$ cat config.mk
export PLATFORM = sky130hd
export DESIGN_NAME = z_core_alu_seq_flat
export DESIGN_NICKNAME = d
export VERILOG_FILES = /design/src/rtl/z_core_alu_seq_if.sv /design/src/rtl/z_core_alu_seq.sv /design/src/flat_wrapper.sv
export SDC_FILE = /design/constraint.sdc
export NUM_CORES = 1
export LEC_CHECK = 0
export BUFFER_PORTS_ARGS = -buffer_cell sky130_fd_sc_hd__buf_2
export CORE_ASPECT_RATIO = 2
export CORE_MARGIN = 1
export CORE_UTILIZATION = 25
export DETAILED_ROUTE_END_ITERATION = 16
export PLACE_DENSITY = 0.38
export SYNTH_ARGS = -nofsm -noshare
export SYNTH_HDL_FRONTEND = slang
export SYNTH_SLANG_ARGS = --single-unit
$ cat constraint.sdc
create_clock -name clk -period 2.4 [get_ports clk]
set_input_delay 0.24 -clock clk [delete_from_list [all_inputs] [get_ports clk]]
set_output_delay 0.24 -clock clk [all_outputs]
set_load 0.02 [all_outputs]
$ cat src/rtl/z_core_alu_seq_if.sv
//------------------------------------------------------------------------------
// z_core_alu_seq_if
// Request/result handshake bundle for the Z-Core sequential execute unit.
// Rev 1.0
//------------------------------------------------------------------------------
`default_nettype none

interface z_core_alu_seq_if #(
   parameter int XLEN = 32
);
   logic            in_valid;
   logic            in_ready;
   logic [3:0]      in_op;
   logic [XLEN-1:0] in_a;
   logic [XLEN-1:0] in_b;
   logic            out_valid;
   logic            out_ready;
   logic [XLEN-1:0] out_result;
   logic            out_taken;
   logic            out_zero;

   modport master (
      output in_valid, in_op, in_a, in_b, out_ready,
      input  in_ready, out_valid, out_result, out_taken, out_zero
   );

   modport slave (
      input  in_valid, in_op, in_a, in_b, out_ready,
      output in_ready, out_valid, out_result, out_taken, out_zero
   );
endinterface

`default_nettype wire

$ cat src/rtl/z_core_alu_seq.sv
//------------------------------------------------------------------------------
// z_core_alu_seq
// Sequential execute unit: single-cycle ALU/branch ops, bit-serial shifts.
// Rev 1.0
//------------------------------------------------------------------------------
`default_nettype none

module z_core_alu_seq #(
   parameter int XLEN = 32
) (
   input  wire logic          clk,
   input  wire logic          rstn,
   z_core_alu_seq_if.slave    bus
);

   localparam int              c_SHW      = $clog2(XLEN);
   localparam logic [c_SHW-1:0] c_CNT_ONE = {{(c_SHW-1){1'b0}}, 1'b1};
   localparam logic [c_SHW-1:0] c_CNT_ZERO = '0;

   typedef enum logic [1:0] {
      IDLE  = 2'd0,
      SHIFT = 2'd1,
      DONE  = 2'd2
   } state_t;

   state_t           r_state;
   logic [XLEN-1:0]  r_result;
   logic             r_taken;
   logic [c_SHW-1:0] r_cnt;
   logic             r_sll;
   logic             r_sra;

   logic [XLEN-1:0]  w_alu;
   logic             w_taken;
   logic             w_lt;
   logic             w_ltu;
   logic             w_eq;
   logic             w_is_shift;
   logic [c_SHW-1:0] w_shamt;

   assign w_lt       = $signed(bus.in_a) < $signed(bus.in_b);
   assign w_ltu      = bus.in_a < bus.in_b;
   assign w_eq       = bus.in_a == bus.in_b;
   assign w_is_shift = (bus.in_op == 4'd2) || (bus.in_op == 4'd6) || (bus.in_op == 4'd7);
   assign w_shamt    = bus.in_b[c_SHW-1:0];

   // Result of every non-shift op, evaluated straight off the request pins at accept.
   always_comb begin
      w_alu   = '0;
      w_taken = 1'b0;
      case (bus.in_op)
         4'd0:    w_alu = bus.in_a + bus.in_b;
         4'd1:    w_alu = bus.in_a - bus.in_b;
         4'd3:    w_alu = {{(XLEN-1){1'b0}}, w_lt};
         4'd4:    w_alu = {{(XLEN-1){1'b0}}, w_ltu};
         4'd5:    w_alu = bus.in_a ^ bus.in_b;
         4'd8:    w_alu = bus.in_a | bus.in_b;
         4'd9:    w_alu = bus.in_a & bus.in_b;
         4'd10:   w_taken = w_eq;
         4'd11:   w_taken = ~w_eq;
         4'd12:   w_taken = w_lt;
         4'd13:   w_taken = ~w_lt;
         4'd14:   w_taken = w_ltu;
         4'd15:   w_taken = ~w_ltu;
         default: w_alu = bus.in_a;
      endcase
      if (bus.in_op >= 4'd10) begin
         w_alu = {{(XLEN-1){1'b0}}, w_taken};
      end
   end

   // r_result doubles as the shift working register; it is only exposed once in DONE.
   always_ff @(posedge clk or negedge rstn) begin
      if (!rstn) begin
         r_state  <= IDLE;
         r_result <= '0;
         r_taken  <= 1'b0;
         r_cnt    <= '0;
         r_sll    <= 1'b0;
         r_sra    <= 1'b0;
      end else begin
         case (r_state)
            IDLE: begin
               if (bus.in_valid) begin
                  if (w_is_shift) begin
                     r_result <= bus.in_a;
                     r_taken  <= 1'b0;
                     r_cnt    <= w_shamt;
                     r_sll    <= (bus.in_op == 4'd2);
                     r_sra    <= (bus.in_op == 4'd7);
                     r_state  <= (w_shamt == c_CNT_ZERO) ? DONE : SHIFT;
                  end else begin
                     r_result <= w_alu;
                     r_taken  <= w_taken;
                     r_state  <= DONE;
                  end
               end
            end
            SHIFT: begin
               if (r_sll) begin
                  r_result <= {r_result[XLEN-2:0], 1'b0};
               end else begin
                  r_result <= {(r_sra & r_result[XLEN-1]), r_result[XLEN-1:1]};
               end
               r_cnt <= r_cnt - c_CNT_ONE;
               if (r_cnt == c_CNT_ONE) begin
                  r_state <= DONE;
               end
            end
            DONE: begin
               if (bus.out_ready) begin
                  r_state <= IDLE;
               end
            end
            default: r_state <= IDLE;
         endcase
      end
   end

   assign bus.in_ready   = (r_state == IDLE);
   assign bus.out_valid  = (r_state == DONE);
   assign bus.out_result = r_result;
   assign bus.out_taken  = r_taken;
   assign bus.out_zero   = (r_result == '0);

endmodule

`default_nettype wire

$ cat src/flat_wrapper.sv
// flat-port wrapper written by rule: the top's interface ports become plain ports
module z_core_alu_seq_flat 
#(
   parameter int XLEN = 32
)
  (clk, rstn, bus_in_valid, bus_in_op, bus_in_a, bus_in_b, bus_out_ready, bus_in_ready, bus_out_valid, bus_out_result, bus_out_taken, bus_out_zero);
  z_core_alu_seq_if #(.XLEN(XLEN)) bus_i ();
  input  wire logic clk;
  input  wire logic rstn;
  input wire logic [$bits(bus_i.in_valid)-1:0] bus_in_valid;
  input wire logic [$bits(bus_i.in_op)-1:0] bus_in_op;
  input wire logic [$bits(bus_i.in_a)-1:0] bus_in_a;
  input wire logic [$bits(bus_i.in_b)-1:0] bus_in_b;
  input wire logic [$bits(bus_i.out_ready)-1:0] bus_out_ready;
  output wire logic [$bits(bus_i.in_ready)-1:0] bus_in_ready;
  output wire logic [$bits(bus_i.out_valid)-1:0] bus_out_valid;
  output wire logic [$bits(bus_i.out_result)-1:0] bus_out_result;
  output wire logic [$bits(bus_i.out_taken)-1:0] bus_out_taken;
  output wire logic [$bits(bus_i.out_zero)-1:0] bus_out_zero;
  assign bus_i.in_valid = bus_in_valid;
  assign bus_i.in_op = bus_in_op;
  assign bus_i.in_a = bus_in_a;
  assign bus_i.in_b = bus_in_b;
  assign bus_i.out_ready = bus_out_ready;
  assign bus_in_ready = bus_i.in_ready;
  assign bus_out_valid = bus_i.out_valid;
  assign bus_out_result = bus_i.out_result;
  assign bus_out_taken = bus_i.out_taken;
  assign bus_out_zero = bus_i.out_zero;
  z_core_alu_seq #(.XLEN(XLEN)) u_core (.clk(clk), .rstn(rstn), .bus(bus_i));
endmodule
Word-level counts from Yosys, hierarchy flattened

Cells that the tools add are included.

$add $sub $neg: 3
Multiply operators: 0
Divide/modulo/power cells: 0
Magnitude comparators: 3
Eq/ne operators: 23
Shift-type cells: 0
Muxes and demuxes: 17
Bitwise gates (word level): 7
Reductions and logical operators: 13

Operators with widths:

| cell                                                                   | number |
|---|---|
| 32-bit one-hot mux with 8 select lines                                 | 1 |
| 32-bit 2-to-1 mux                                                      | 4 |
| 32-bit < comparator                                                    | 2 |
| 32-bit one-hot mux with 2 select lines                                 | 1 |
| 32-bit adder                                                           | 1 |
| 32-bit AND                                                             | 1 |
| 32-bit equality test                                                   | 1 |
| 4-bit equality test (second input constant)                            | 8 |
| 32-bit logical NOT                                                     | 1 |
| 32-bit bitwise OR                                                      | 1 |
| 32-bit subtractor                                                      | 1 |
| 32-bit XOR                                                             | 1 |
| 4-bit by 3-bit equality test with 1-bit output (second input constant) | 4 |
| 2-bit 2-to-1 mux                                                       | 5 |
| 5-bit 2-to-1 mux                                                       | 2 |
| 5-bit one-hot mux with 2 select lines                                  | 1 |
| 3-bit AND reduction                                                    | 3 |
| 4-bit by 2-bit equality test with 1-bit output (second input constant) | 2 |
| 1-bit one-hot mux with 6 select lines                                  | 1 |
| 2-bit one-hot mux with 3 select lines                                  | 1 |
| 6-bit OR reduction                                                     | 1 |
| 5-bit by 1-bit equality test with 1-bit output (second input constant) | 1 |
| 5-bit logical NOT                                                      | 1 |
| 5-bit by 1-bit subtractor with 5-bit output (second input constant)    | 1 |
| 14 further kinds                                                       | 20 |

Register bits after elaboration: 42
Latch bits: 0
Memory bits (writable): 0
Memory bits (read-only): 0
Input port bits: 72
Output and inout port bits: 36
Word-level logic and storage cells: 72
Memories kept: 0

Depth between registers and ports, before layout

Gate-level depths: netlist (run 1).

Depth in word-level cells: 7
Mapped depth: 13
Depth with buffers taken out: 13

Least setup slack after synthesis (run 1)

Ideal clock, no wire load.

Path type: input to register
Start: input port bus_in_a[0]
End: register u_core.r_result[30] (netlist: u_core.bus.out_result[30])
Library setup time: 143 ps
Arrival time: 2651 ps
Setup slack: -394 ps
Stages on the path: 13
Path buffers: 0
Cells stage by stage: inv_1 ha_1 inv_1 fa_1 nor2b_1 o21ai_0 a31oi_1 a211oi_1 a211oi_1 o31ai_1 a21oi_1 a2111oi_0 a31oi_1

Word-level cells in the longest chain between the ends: 6
Elaborated cells on any way between the ends: 7
Classes of those cells: add/sub: 2; mux: 5

Ends and longest elaborated chain:

| element                                                  | line                                       | source |
|---|---|---|
| from (decl)                                              | flat_wrapper.sv:12                         | `input wire logic [$bits(bus_i.in_a)-1:0] bus_in_a;` |
| 32-bit subtractor / 32-bit adder (equally long branches) | z_core_alu_seq.sv:53, z_core_alu_seq.sv:52 |  |
| 32-bit one-hot mux with 8 select lines *                 | z_core_alu_seq.sv:51                       | `case (bus.in_op)` |
| 32-bit 2-to-1 mux *                                      | z_core_alu_seq.sv:67                       | `if (bus.in_op >= 4'd10) begin` |
| 32-bit 2-to-1 mux *                                      | z_core_alu_seq.sv:85                       | `if (w_is_shift) begin` |
| 32-bit 2-to-1 mux *                                      | z_core_alu_seq.sv:84                       | `if (bus.in_valid) begin` |
| 32-bit one-hot mux with 2 select lines *                 | z_core_alu_seq.sv:82                       | `case (r_state)` |
| to (signal assigned)                                     | z_core_alu_seq.sv:86                       | `r_result <= bus.in_a;` |
| to (signal assigned)                                     | z_core_alu_seq.sv:93                       | `r_result <= w_alu;` |
| to (signal assigned)                                     | z_core_alu_seq.sv:101                      | `r_result <= {r_result[XLEN-2:0], 1'b0};` |
| to (decl)                                                | z_core_alu_seq.sv:27                       | `logic [XLEN-1:0] r_result;` |

Mark *: on every way between the ends. The rest lies on a longest branch, timed or not. The select of a mux whose other input is x is not followed.
A chain may end at the register's enable or synchronous reset.

Worst setup path after layout (run 1)

Start: input port bus_in_a[5]
End: register u_core.r_result[27] (netlist: u_core.bus.out_result[27])

The elaborated chain is that of the path after synthesis.

==> summary.txt, run 1 <==
Area leader, netlist: ha_1
Fillers: 3200
Post-synth EDFFs: 0
Yosys reg bits: 42
Clock Latency Late Sink: 0.30 ns
Global-route wire length before repair: 62180 µm
Net Count, Synth: 1250
Area taken by multi-input logic gates: 0.007041 mm²
Mux contribution to synthesized area: 4.047%
DIE AREA: 0.03154 mm²
Num ports: 108
GR Overflow Total: 0
Part of the cycle the worst path needs: 107.4%
Mapped cell area: 0.007697 mm²
Worst path arrival time: 2.75 ns
# H-tree levels: 2
Async S/R FF share, synth: 100.0%
Nets: 1658
CTS tree: yes
HPWL Detailed: 34320 µm
XOR/XNOR Fraction of Synth Area: 1.772%
Max Slew Vio Count: 0
Diodes inserted: 0
Max cap viols: 0
CTS Buf Count: 5
WL/cell: 22.79 µm
Simple-gate portion of the synthesized area: 18.90%
Maximum buffer depth of the clock tree: 2
Gate Count Post-Synth: 1071
Layout Skew: 0.008585 ns
Vias per cell: 5.438
Max transition margin: 35.79%
Post-route setup slack: -0.1780 ns
R2R Setup Slk: 0.18 ns
Most common cell after layout, fill and taps aside: buf_4
Initial DRT Pass Iterations: 5
Finished Layout Cells: 1848
Initial antenna violation count: 0
Worst Max-Slew Pin Slew: 0.9568 ns
Max incr delay on CP: 0.45 ns
CP max FO: 3
Buffers on Ports: 107
Fin Setup TNS: -1.166 ns
Final Hold Fails: 0
Most used DFF post-synth: dfrtp_1
Failing checks: negative setup slack
Chip width: 126.1 µm
Routed vias: 10050
Initial DRC count: 550
Synth Area in Adders: 17.59%
Critical R2R Capture: u_core.bus.out_result[17]$_DFFE_PN0P_
Maximum clock frequency: 387.9 MHz
Placed insts: 1804
Pwr per Cell Area: 581.1 mW/mm²
Seq. cell area: 0.001052 mm²
Peak VDD IR: 0.2814 mV
Slowest stage cell, crit path: or4_4
Synth top area cells: ha_1 17%, dfrtp_1 14%, a21oi_1 6.2%
Worst Setup Start Kind: input pin
Min Tclk post-route: 2.578 ns
Worst R2R Path Depth: 8
Synth Area in Compound Gates: 35.61%
P_leak: 5.911 nW
Root buf cell: clkbuf_16
Post-DRT Antenna Nets: 0
Crit Path Category: input pin to flop
Routed WL: 42130 µm
Gpl congestion: 0.9847
Syn. warnings: 0
Synth-to-Final Area Change: 64.97%
Hold-critical path endpoint: u_core.r_state[1]$_DFFE_PN0P_
Die height: 250.2 µm
Reg clk slew, reported paths: 0.07 ns
Share of layout cells above drive strength 1: 43.65%
Worst hold path class: input pin to flop
RSZ-0062 raised after global routing: yes
Worst-path cell chain: buf_6, buf_6, ha_4, nor2b_4, or4_4, o211ai_4, a211oi_2, buf_4, or2_4, o21a_1, o31a_1, o211ai_1, nand3_1
Commonest non-fill, non-tap cells in the layout: 338 x buf_4, 93 x buf_2, 84 x a21oi_1
# DRC: 0
CP Capture Type: flop
Tot GR Track Use: 26.35%
Post-synth cell types: 75
Final setup vio count: 13
Number of clock sinks: 42
Most used cell, CP: buf_6
Largest net degree at the start of global routing: 34
Starting Density: 25.51%
Main combinational cell family by area after synthesis: compound AO/OA/AOI/OAI gates
Status: complete, but fails checks
Yosys top cell area share: 17.07%
Vias in the first global route: 10580
Row count: 90
FF-to-FF Start: u_core.r_state[1]$_DFFE_PN0P_
Syn_area_per_cell: 7.187 µm²
Sequential share of the synthesized area: 13.65%
Pre-CTS setup slack: -0.9600 ns
Data required, critical path: 2.57 ns
Hold depth: 3
Worst min-delay path startpoint: bus_out_ready
Core area: 0.03018 mm²
per-stage QoR:
stage	util [%]	total power, W	hold WS (ns)	area (µm²)
floorplan	-	0.003903	-0.05559	7853
global placement	37.03	0.006107	0.2809	11180
detailed placement	37.03	0.006115	0.2800	11180
CTS	39.93	0.007169	0.2306	12050
global route	42.08	0.007823	0.2517	12700
finish	42.08	0.007379	0.2205	12700
cell usage after synthesis, types with 13 or more instances:
| cell | instances |
|---|---|
| xnor2_1 | 13 |
| o22ai_1 | 23 |
| nor4_1 | 15 |
| o21ai_0 | 55 |
| a31oi_1 | 17 |
| nor3_1 | 38 |
| mux2i_1 | 30 |
| a211oi_1 | 28 |
| clkbuf_1 | 55 |
| nor2_1 | 80 |
| dfrtp_1 | 42 |
| nand3_1 | 31 |
| a21oi_1 | 96 |
| a21o_1 | 20 |
| o21bai_1 | 18 |
| inv_1 | 90 |
| nor2b_1 | 20 |
| nand2_1 | 69 |
| ha_1 | 105 |
| o31ai_1 | 17 |
| a221oi_1 | 19 |
final cells by class:
cell class | count | area share, %
multi-input combinational | 860 | 55.44
timing repair buffer | 472 | 28.22
sequential | 42 | 8.287
tap | 368 | 3.626
inverter | 98 | 3.114
clock buffer | 6 | 1.015
clock inverter | 2 | 0.2956
cell families after synthesis:
| group | Yosys count |
|---|---|
| compound gates | 406 |
| buf+inv | 169 |
| flops | 42 |
| xor+xnor | 14 |
| fa+ha+maj | 107 |
| mux | 31 |
| simple gates | 302 |
state kept, by name, indices dropped and copies added (netlist names):
register,flops
u_core.r_state,2
u_core.r_sll,1
u_core.r_sra,1
u_core.r_cnt,5
u_core.bus.out_taken,1
u_core.bus.out_result,32
worst max-delay path, delay by kind of cell:
family | cells | cell delay, ns
AO/OA/AOI/OAI | 5 | 1.05
AND/OR/NAND/NOR | 4 | 0.96
buffers and inverters | 3 | 0.34
adder cells (fa/ha/maj) | 1 | 0.15
metal layers:
layer	vias to the layer above	GRT usage [%]	share of wire, %
met4	0	21.51	8.5
met3	135	2.371	2.8
li1	4779	-	-
met1	4840	23.99	33
met2	295	51.76	55
met5	-	0	0
timing repair:
item | in CTS | in global routing
pin swaps | 57 | 88
hold buffers | 1 | 0
resized for setup | 114 | 109
setup endpoints to repair | 25 | 24
setup buffers | 18 | 21
endpoints found under the hold margin | 19 | 0
worst max-delay path by stage:
stage,cells after the start,from,to
5_1_grt,12,bus_in_b[4],u_core.bus.out_result[25]$_DFFE_PN0P_
6_report,13,bus_in_a[5],u_core.bus.out_result[27]$_DFFE_PN0P_
4_1_cts,12,bus_in_a[5],u_core.bus.out_result[25]$_DFFE_PN0P_
3_3_place_gp,15,bus_in_a[1],u_core.bus.out_result[11]$_DFFE_PN0P_
3_5_place_dp,14,bus_in_b[1],u_core.bus.out_result[9]$_DFFE_PN0P_
2_1_floorplan,13,bus_in_a[0],u_core.bus.out_result[26]$_DFFE_PN0P_
power breakdown:
group          switching [W]  leakage [nW]  internal (W)
Combinational        0.00279          5.33       0.00218
Clock               0.000345        0.0771      0.000494
Sequential          0.000530         0.508       0.00105
(Power assumes the default switching activity.)
==> run 2, diff against run 1 <==
--- a/config.mk
+++ b/config.mk
@@ -8,9 +8,10 @@
 export BUFFER_PORTS_ARGS = -buffer_cell sky130_fd_sc_hd__buf_2
 export CORE_ASPECT_RATIO = 2
 export CORE_MARGIN = 1
-export CORE_UTILIZATION = 25
+export CORE_UTILIZATION = 35
 export DETAILED_ROUTE_END_ITERATION = 16
-export PLACE_DENSITY = 0.38
+export PLACE_DENSITY = 0.5
+export SETUP_SLACK_MARGIN = 0.05
 export SYNTH_ARGS = -nofsm -noshare
 export SYNTH_HDL_FRONTEND = slang
 export SYNTH_SLANG_ARGS = --single-unit
==> run 2 against run 1 <==
Compared with the run above:
- the run still ends with negative setup slack left
- via count increased by 2.6%
- register-to-register slack gained 0.03 ns
- die area down 28%
- clock-buffer cell count did not move
- global-route usage increased by 6.5 points
- hold slack got worse by 0.015 ns
- fmax grew 3.3%
- flip-flop and latch count unchanged
- cell area down 2.3%
- non-clock buffer count fell by 11
- wire length fell by 11%
==> summary.txt, run 2 (same netlist as run 1, synthesis figures left out) <==
Maximum buffer depth of the clock tree: 2 (unchanged)
Share of layout cells above drive strength 1: 44.25% (+0.60 points)
Worst hold path class: input pin to flop
Commonest non-fill, non-tap cells in the layout: 328 x buf_4, 93 x buf_2, 82 x ha_1
Worst Max-Slew Pin Slew: 0.9193 ns (-0.03751 ns)
Initial antenna violation count: 0 (unchanged)
Worst hold slack: 0.2054 ns (-0.01514 ns)
Initial DRT Pass Iterations: 7 (+2)
HPWL Detailed: 30290 µm (-12%)
Maximum clock frequency: 400.8 MHz (+3.3%)
Largest net degree at the start of global routing: 34 (unchanged)
Final setup vio count: 4 (-9)
Buffers on Ports: 107 (unchanged)
Seq. cell area: 0.001052 mm² (unchanged)
Data required, critical path: 2.55 ns (-0.02 ns)
Root buf cell: clkbuf_16
Gpl congestion: 0.9684 (-1.7%)
# H-tree levels: 2 (unchanged)
Global-route wire length before repair: 56510 µm (-9.1%)
Tot GR Track Use: 32.90% (+6.5 points)
Max cap viols: 0 (unchanged)
Nets: 1647 (-0.66%)
CTS tree: yes
Comb pwr share: 66.4% (-0.9 points)
Pwr per Cell Area: 572.2 mW/mm² (-1.5%)
Placed insts: 1711 (-5.2%)
Worst path arrival time: 2.65 ns (-0.10 ns)
Finished Layout Cells: 1742 (-5.7%)
Fin Setup TNS: -0.2089 ns (+0.9572 ns)
Sequential Power Share: 23.1% (+1.8 points)
Status: complete, but fails checks
# DRC: 0 (unchanged)
Starting Density: 35.66% (+10 points)
CTS Buf Count: 5 (unchanged)
WL/cell: 21.42 µm (-6.0%)
Most common cell after layout, fill and taps aside: buf_4
Max transition margin: 38.31% (+2.5 points)
Num ports: 108 (unchanged)
Peak VDD IR: 0.3844 mV (+37%)
Failing checks: negative setup slack
GR Overflow Total: 0 (unchanged)
P_leak: 5.802 nW (-1.8%)
Sw Ratio: 49.43% (-0.17 points)
Post-route setup slack: -0.09496 ns (+0.08303 ns)
Synth-to-Final Area Change: 61.23%
Vias in the first global route: 10560 (-0.16%)
Routed WL: 37320 µm (-11%)
Clk pwr share: 10.5% (-0.9 points)
CP max FO: 3 (unchanged)
Layout Skew: 0.008119 ns (-0.0004655 ns)
Initial DRC count: 457 (-17%)
Core area: 0.02159 mm² (-28%)
Internal Power: 0.003591 W (-3.4%)
Final Hold Fails: 0 (unchanged)
Die height: 211.7 µm (-15%)
Part of the cycle the worst path needs: 104.0% (-3.5 points)
Diodes inserted: 0 (unchanged)
Max Slew Vio Count: 0 (unchanged)
Vias per cell: 5.919 (+8.9%)
Routed vias: 10310 (+2.6%)
DIE AREA: 0.02263 mm² (-28%)
Max reg flops: 32 (unchanged)
Chip width: 106.9 µm (-15%)
Crit Path Category: input pin to flop
Sw Pwr: 0.003511 W (-4.1%)
Post-DRT Antenna Nets: 0 (unchanged)
Min Tclk post-route: 2.495 ns (-0.08303 ns)
Area taken by multi-input logic gates: 0.007015 mm² (-0.36%)
RSZ-0062 raised after global routing: yes
Row count: 76 (-16%)
Clock Latency Late Sink: 0.30 ns (about the same)
Reg clk slew, reported paths: 0.07 ns (about the same)
Number of clock sinks: 42 (unchanged)
CP Capture Type: flop
Worst Setup Start Kind: input pin
Fillers: 2078 (-35%)
run 2: cell types whose count changed in the layout (fill, tap and decap cells not counted), sizes merged:
cell    before  now
buf        471  460
inv         97   96
clkinv       1    3
bufinv       1    0
run 2: stage by stage:
stage          util [%]  instance area (µm²)  worst slack, ns  total power [W]
6_report          57.49                12410         -0.09496         0.007102
4_1_cts           54.91                11850          -0.1043         0.006850
3_3_place_gp      51.53                11120          -0.8133         0.005892
2_1_floorplan         -                 8011          -0.1108         0.003947
3_5_place_dp      51.53                11120          -0.7682         0.005918
5_1_grt           57.49                12410          -0.1985         0.007506
run 2: per-layer routing:
| layer | global-route usage (%) | share of wire (%) | vias up |
|---|---|---|---|
| li1 | - | - | 4755 |
| met1 | 29.89 | 33 | 4896 |
| met2 | 62.96 | 53 | 453 |
| met3 | 3.110 | 4.0 | 207 |
| met4 | 29.10 | 10 | 0 |
| met5 | 0 | 0 | - |
run 2: timing repair:
item / in CTS / in global routing
hold buffers: 1 / 0
pin swaps: 48 / 59
endpoints found under the setup margin: 22 / 23
endpoints found under the hold margin: 9 / 0
buffers inserted: 10 / 12
gates resized for setup: 113 / 120
run 2: power by group through the flow:
stage | combinational (W) | sequential, W | clock, W
after floorplan | 0.00226 | 0.00168 | 0
after global placement | 0.00426 | 0.00163 | 0
after detailed placement | 0.00429 | 0.00163 | 0
after CTS | 0.00447 | 0.00162 | 0.000757
after global routing | 0.00506 | 0.00167 | 0.000776
final | 0.00471 | 0.00164 | 0.000749
run 2: final cells by class:
class	instances	area share (%)
clock buffers	6	1.119
clock inverters	2	0.1008
inverters	98	3.266
multi-input cells	860	56.53
flip-flops and latches	42	8.479
well taps	273	2.752
repair buffers	461	27.75
run 2: final timing paths:
| path | end | startpoint | cells past startpoint | slack [ns] |
|---|---|---|---|---|
| worst max-delay path | u_core.bus.out_result[14]$_DFFE_PN0P_ | bus_in_a[0] | 16 | -0.09 |
| max in group asynchronous | u_core.bus.out_result[7]$_DFFE_PN0P_ | rstn | 3 | 1.27 |
| min in group asynchronous | u_core.r_sra$_DFFE_PN0P_ | rstn | 2 | 0.32 |
| worst min-delay path | u_core.r_state[1]$_DFFE_PN0P_ | bus_out_ready | 3 | 0.21 |
| worst min register to register | u_core.r_sra$_DFFE_PN0P_ | u_core.r_sra$_DFFE_PN0P_ | 2 | 0.53 |
| worst max register to register | u_core.bus.out_result[17]$_DFFE_PN0P_ | u_core.r_state[1]$_DFFE_PN0P_ | 8 | 0.21 |
run 2: worst max-delay path, cell delays in order:
cell and delay [ns]:
buf_8 0.10, clkinv_4 0.04, ha_4 0.13, inv_2 0.03
fa_2 0.35, nor2b_4 0.15, o21ai_4 0.16, a31oi_2 0.11
a211oi_2 0.15, buf_4 0.17, buf_6 0.11, buf_6 0.08
nor2_2 0.04, or4_4 0.53, a21oi_2 0.13, o32ai_1 0.10
